### config.mk
export PLATFORM = sky130hd
export DESIGN_NAME = booth_mult_seq_flat
export DESIGN_NICKNAME = d
export VERILOG_FILES = /design/src/rtl/booth_mult_seq_if.sv /design/src/rtl/booth_mult_seq.sv /design/src/flat_wrapper.sv
export SDC_FILE = /design/constraint.sdc
export NUM_CORES = 1
export LEC_CHECK = 0
export CELL_PAD_IN_SITES_DETAIL_PLACEMENT = 2
export CELL_PAD_IN_SITES_GLOBAL_PLACEMENT = 2
export CORE_UTILIZATION = 37
export DETAILED_ROUTE_END_ITERATION = 7
export PLACE_DENSITY = 0.82
export SLEW_MARGIN = 25
export SYNTH_ARGS = -nofsm -noshare
export SYNTH_HDL_FRONTEND = slang
export SYNTH_SLANG_ARGS = --single-unit
### constraint.sdc
create_clock -name clk -period 5 [get_ports clk]
set_input_delay 1.5 -clock clk [delete_from_list [all_inputs] [get_ports clk]]
set_output_delay 1.5 -clock clk [all_outputs]
set_load 0.1 [all_outputs]
### src/rtl/booth_mult_seq_if.sv
// Operand/result handshake bundle for the sequential Booth multiplier.
// The master drives the request, the slave (multiplier) returns status and result.
interface booth_mult_seq_if #(
  parameter int WIDTH = 8
);
  logic                 start;
  logic [WIDTH-1:0]     multiplicand;
  logic [WIDTH-1:0]     multiplier;
  logic                 busy;
  logic                 done;
  logic [2*WIDTH-1:0]   product;
  logic                 shr_o;
  logic                 dump_o;

  modport master (
    output start, multiplicand, multiplier,
    input  busy, done, product, shr_o, dump_o
  );

  modport slave (
    input  start, multiplicand, multiplier,
    output busy, done, product, shr_o, dump_o
  );
endinterface

### src/rtl/booth_mult_seq.sv
// Sequential radix-2 Booth multiplier: one Booth step per clock over an
// {A,Q,q_1} shift register, registered product with a one-cycle done pulse.
module booth_mult_seq #(
  parameter int WIDTH = 8
) (
  input  logic              clk,
  input  logic              rst_n,
  booth_mult_seq_if.slave   bus
);
  localparam int CW = $clog2(WIDTH + 1);

  typedef enum logic [1:0] {
    S_IDLE = 2'd0,
    S_RUN  = 2'd1,
    S_DUMP = 2'd2
  } state_t;

  state_t                r_state;
  state_t                w_state_nxt;

  // A and M carry one guard bit so A-M cannot overflow when M is most negative
  logic signed [WIDTH:0] r_a;
  logic signed [WIDTH:0] r_m;
  logic signed [WIDTH:0] w_a_sum;
  logic [WIDTH-1:0]      r_q;
  logic                  r_q1;
  logic [CW-1:0]         r_cnt;
  logic [2*WIDTH-1:0]    r_product;
  logic                  r_done;

  logic                  w_busy;
  logic                  w_shr;
  logic                  w_dump;
  logic                  w_last;

  assign w_last = (r_cnt == CW'(1));

  // state register
  always_ff @(posedge clk or negedge rst_n) begin
    if (!rst_n) r_state <= S_IDLE;
    else        r_state <= w_state_nxt;
  end

  // next-state logic; start is only looked at in IDLE
  always_comb begin
    w_state_nxt = r_state;
    case (r_state)
      S_IDLE:  if (bus.start) w_state_nxt = S_RUN;
      S_RUN:   if (w_last)    w_state_nxt = S_DUMP;
      S_DUMP:  w_state_nxt = S_IDLE;
      default: w_state_nxt = S_IDLE;
    endcase
  end

  // output decode, purely from the state register
  always_comb begin
    w_busy = 1'b0;
    w_shr  = 1'b0;
    w_dump = 1'b0;
    case (r_state)
      S_RUN:   begin w_busy = 1'b1; w_shr  = 1'b1; end
      S_DUMP:  begin w_busy = 1'b1; w_dump = 1'b1; end
      default: ;
    endcase
  end

  // Booth recode of {Q[0], q_1}
  always_comb begin
    w_a_sum = r_a;
    case ({r_q[0], r_q1})
      2'b01:   w_a_sum = r_a + r_m;
      2'b10:   w_a_sum = r_a - r_m;
      default: w_a_sum = r_a;
    endcase
  end

  always_ff @(posedge clk or negedge rst_n) begin
    if (!rst_n) begin
      r_a   <= '0;
      r_m   <= '0;
      r_q   <= '0;
      r_q1  <= 1'b0;
      r_cnt <= '0;
    end else begin
      case (r_state)
        S_IDLE: if (bus.start) begin
          r_m   <= {bus.multiplicand[WIDTH-1], bus.multiplicand};
          r_q   <= bus.multiplier;
          r_a   <= '0;
          r_q1  <= 1'b0;
          r_cnt <= CW'(WIDTH);
        end
        S_RUN: begin
          // arithmetic shift of {A',Q,q_1} by one
          r_a   <= {w_a_sum[WIDTH], w_a_sum[WIDTH:1]};
          r_q   <= {w_a_sum[0], r_q[WIDTH-1:1]};
          r_q1  <= r_q[0];
          r_cnt <= r_cnt - CW'(1);
        end
        default: ;
      endcase
    end
  end

  always_ff @(posedge clk or negedge rst_n) begin
    if (!rst_n) begin
      r_product <= '0;
      r_done    <= 1'b0;
    end else begin
      r_done <= (r_state == S_DUMP);
      if (r_state == S_DUMP) r_product <= {r_a[WIDTH-1:0], r_q};
    end
  end

  assign bus.busy    = w_busy;
  assign bus.shr_o   = w_shr;
  assign bus.dump_o  = w_dump;
  assign bus.done    = r_done;
  assign bus.product = r_product;
endmodule

### src/flat_wrapper.sv
// flat-port wrapper written by rule: the top's interface ports become plain ports
module booth_mult_seq_flat 
#(
  parameter int WIDTH = 8
)
  (clk, rst_n, bus_start, bus_multiplicand, bus_multiplier, bus_busy, bus_done, bus_product, bus_shr_o, bus_dump_o);
  booth_mult_seq_if #(.WIDTH(WIDTH)) bus_i ();
  input  logic clk;
  input  logic rst_n;
  input wire logic [$bits(bus_i.start)-1:0] bus_start;
  input wire logic [$bits(bus_i.multiplicand)-1:0] bus_multiplicand;
  input wire logic [$bits(bus_i.multiplier)-1:0] bus_multiplier;
  output wire logic [$bits(bus_i.busy)-1:0] bus_busy;
  output wire logic [$bits(bus_i.done)-1:0] bus_done;
  output wire logic [$bits(bus_i.product)-1:0] bus_product;
  output wire logic [$bits(bus_i.shr_o)-1:0] bus_shr_o;
  output wire logic [$bits(bus_i.dump_o)-1:0] bus_dump_o;
  assign bus_i.start = bus_start;
  assign bus_i.multiplicand = bus_multiplicand;
  assign bus_i.multiplier = bus_multiplier;
  assign bus_busy = bus_i.busy;
  assign bus_done = bus_i.done;
  assign bus_product = bus_i.product;
  assign bus_shr_o = bus_i.shr_o;
  assign bus_dump_o = bus_i.dump_o;
  booth_mult_seq #(.WIDTH(WIDTH)) u_core (.clk(clk), .rst_n(rst_n), .bus(bus_i));
endmodule
==> out/qor.csv <==
stage;metric;value;unit
global_routing;met3 Resource Use GR;0.0318;
detailed_routing;via count;1983;
critical_path;Worst Setup EP;bus_busy;
global_routing;first-pass GRT wire length;11300;µm
synthesis;most frequent cells after synthesis;dfrtp_1, mux2_2, o21ai_0, nand2_1, ha_1;
critical_path;critical setup path kind;flip-flop to output port;
final_layout;post-route insts no fill;379;
synthesis;Cell Area, Synth;2600;µm²
critical_path;WP buf/inv;2;
run_status;status;completed;
timing;RSZ-0062 raised after global routing;false;
timing;Sum Neg Setup Slack;0;ns
critical_path;Crit path depth;3;
placement;routability cong.;0.808;
final_layout;antenna cells;0;
timing;Final setup viols;0;
global_routing;largest net degree at the start of global routing;49;
critical_path;Worst EP arrival;2.17;ns
global_routing;initial antenna violation count;0;
floorplan;die height;85.9;µm
critical_path;CP Cell Sequence;inv_1 > ha_1 > clkdlybuf4s50_1;
clock_network;Num Clock Sinks;48;
final_layout;nets;317;
timing;Final Cycle Share;0.734;
critical_path;reg-to-reg startpoint;u_core.r_q[0]$_DFFE_PN0P_;
global_routing;GRT met2 Usage;0.379;
clock_network;CTS tree;built;
synthesis;largest area contributor in the netlist;dfrtp_1;
synthesis;Mapped Nets;278;
synthesis;post-synth top area share;0.462;
clock_network;TritonCTS buffer count;5;
synthesis;Area contributors post-synth;dfrtp_1, mux2_2, ha_1;
global_routing;GRT Util Overall;0.202;
critical_path;FF-to-FF setup slack;2.03;ns
clock_network;postcts setup bufs;0;
detailed_routing;Post-Route WL;6670;µm
clock_network;Reg clk slew, reported paths;0.10;ns
synthesis;Mean Syn Cell Area;10.7;µm²
placement;Post-DP HPWL;4770;µm
clock_network;CTS max path bufs;2;
final_layout;share of cells above drive strength 1;0.163;
critical_path;Slowest cell on crit path;clkdlybuf4s50_1;
detailed_routing;Vias per Instance;5.23;
critical_path;CP delay by family, top;buffers and inverters;
critical_path;max incr delay on CP;1.14;ns
critical_path;Worst Setup Start Kind;flip-flop;
detailed_routing;DR WL/cell;17.6;µm
critical_path;WP data required;3.50;ns
critical_path;r2r endpoint;u_core.r_a[7]$_DFFE_PN0P_;
synthesis;Post-synth EDFFs;0;
synthesis;Synth async-reset ratio;1.00;
critical_path;CP max FO;3;
global_routing;GRT busiest layer;met2;
job;Max Cap Viol;0;
synthesis;synthesized netlist cell count;243;
clock_network;clk_lat worst skew;0.31;ns
detailed_routing;detailed-route DRC error count;0;
clock_network;cts-stage hold buffer count;0;
floorplan;row count;30;
timing;Slew Limit Fails;0;
synthesis;most frequent cell after synthesis;dfrtp_1;
synthesis;Synth Flop Type;dfrtp_1;
detailed_routing;post-route ant nets;0;
floorplan;core footprint;6790;µm²
critical_path;Setup crit start;u_core.r_state[1]$_DFFE_PN0P_;
floorplan;Die Area;7370;µm²
detailed_routing;drt initial violations;40;
synthesis;flops & latches, synth;48;
global_routing;GRT overflow;0;
hold_path;HP Class;flip-flop to flip-flop;
timing;Achievable Freq;272;MHz
timing;Slew @ Worst Pin;0.988;ns
synthesis;Synth warnings;0;
timing;final hold viol count;0;
synthesis;post-synthesis cell type count;38;
global_routing;routing usage on met1;0.240;
placement;IO buf count;38;
placement;placed insts;371;
clock_network;CTS H-Tree Depth;2;
floorplan;Die Width;85.9;µm
critical_path;cell depth of the worst flop-to-flop path;9;
final_layout;fin util;0.470;
detailed_routing;first-pass iteration count of the detailed router;4;
clock_network;post-cts repair resize count;0;
floorplan;initial core utilization;0.383;
final_layout;Area Overhead vs Synth;22.6;%
clock_network;CTS root buf;clkbuf_8;
timing;Tmin final;3.67;ns
critical_path;crit end category;output port;
synthesis;Seq/Total Area, Yosys;0.462;
timing;relative slew slack;0.339;
floorplan;I/O pin cnt;39;
global_routing;vias in the first global route;2242;
timing;Worst Clk Skew;0.00631;ns
## registers in the layout, summed over array words and instances, names as in the netlist
name / flops
u_core.bus.product: 16
u_core.r_a: 8
u_core.r_m: 8
u_core.r_q: 8
u_core.r_cnt: 4
u_core.r_state: 2
u_core.bus.done: 1
u_core.r_q1: 1
## stage by stage
stage | worst slack, ns | instance area [µm²] | hold WS (ns)
finish | 1.33 | 3190 | 0.517
floorplan | 2.24 | 2600 | 0.466
detailed placement | 1.65 | 3070 | 0.495
CTS | 1.30 | 3190 | 0.522
global route | 1.26 | 3190 | 0.539
global placement | 1.72 | 3070 | 0.491
## cells in the final DEF (no fill, tap or decap), types with 6 or more instances in the layout
master            n
mux2_2           25
inv_1            12
nor2b_1           6
mux2i_1          11
nand2_1          21
buf_4             6
o21ai_0          22
nor2_1           13
xnor2_1           7
ha_1             15
dfrtp_1          48
nor3_1            6
clkdlybuf4s50_1  35
a21oi_1          11
## worst min-delay path by stage
stage	cells after the start	endpoint	from
2_1_floorplan	2	u_core.r_q[1]$_DFFE_PN0P_	u_core.r_q[1]$_DFFE_PN0P_
3_3_place_gp	1	u_core.bus.product[13]$_DFFE_PN0P_	u_core.bus.product[13]$_DFFE_PN0P_
3_5_place_dp	1	u_core.bus.product[6]$_DFFE_PN0P_	u_core.bus.product[6]$_DFFE_PN0P_
4_1_cts	1	u_core.bus.product[11]$_DFFE_PN0P_	u_core.bus.product[11]$_DFFE_PN0P_
5_1_grt	1	u_core.bus.product[13]$_DFFE_PN0P_	u_core.bus.product[13]$_DFFE_PN0P_
6_report	1	u_core.bus.product[13]$_DFFE_PN0P_	u_core.bus.product[13]$_DFFE_PN0P_
## layer usage
layer  routed length, µm  share of wire  vias to the layer above
met1                2780           0.42                     1027
met3                 155          0.023                        6
met4                  63         0.0094                        0
met2                3680           0.55                       23
met5                   0              0                        -
li1                    -              -                      927
## logic make-up after synthesis
logic type | count (synthesis) | share of synthesized area
AND/OR/NAND/NOR | 57 | 0.109
AO/OA/AOI/OAI | 55 | 0.131
multiplexers | 37 | 0.156
adder cells (fa/ha/maj) | 16 | 0.0798
flip-flops | 48 | 0.462
buffers and inverters | 22 | 0.0361
XOR/XNOR | 8 | 0.0269
## final cells by class
cell class / instances / area, µm²
fill: 720 / 3600
timing repair buffer: 42 / 400
clock buffer: 5 / 68.8
inverter: 12 / 45.0
multi-input combinational: 173 / 1310
sequential: 48 / 1200
tap: 96 / 120
clock inverter: 3 / 47.5
Power is not shown: default switching activity piles up to over one toggle a cycle in this logic, so the estimate is an artifact.
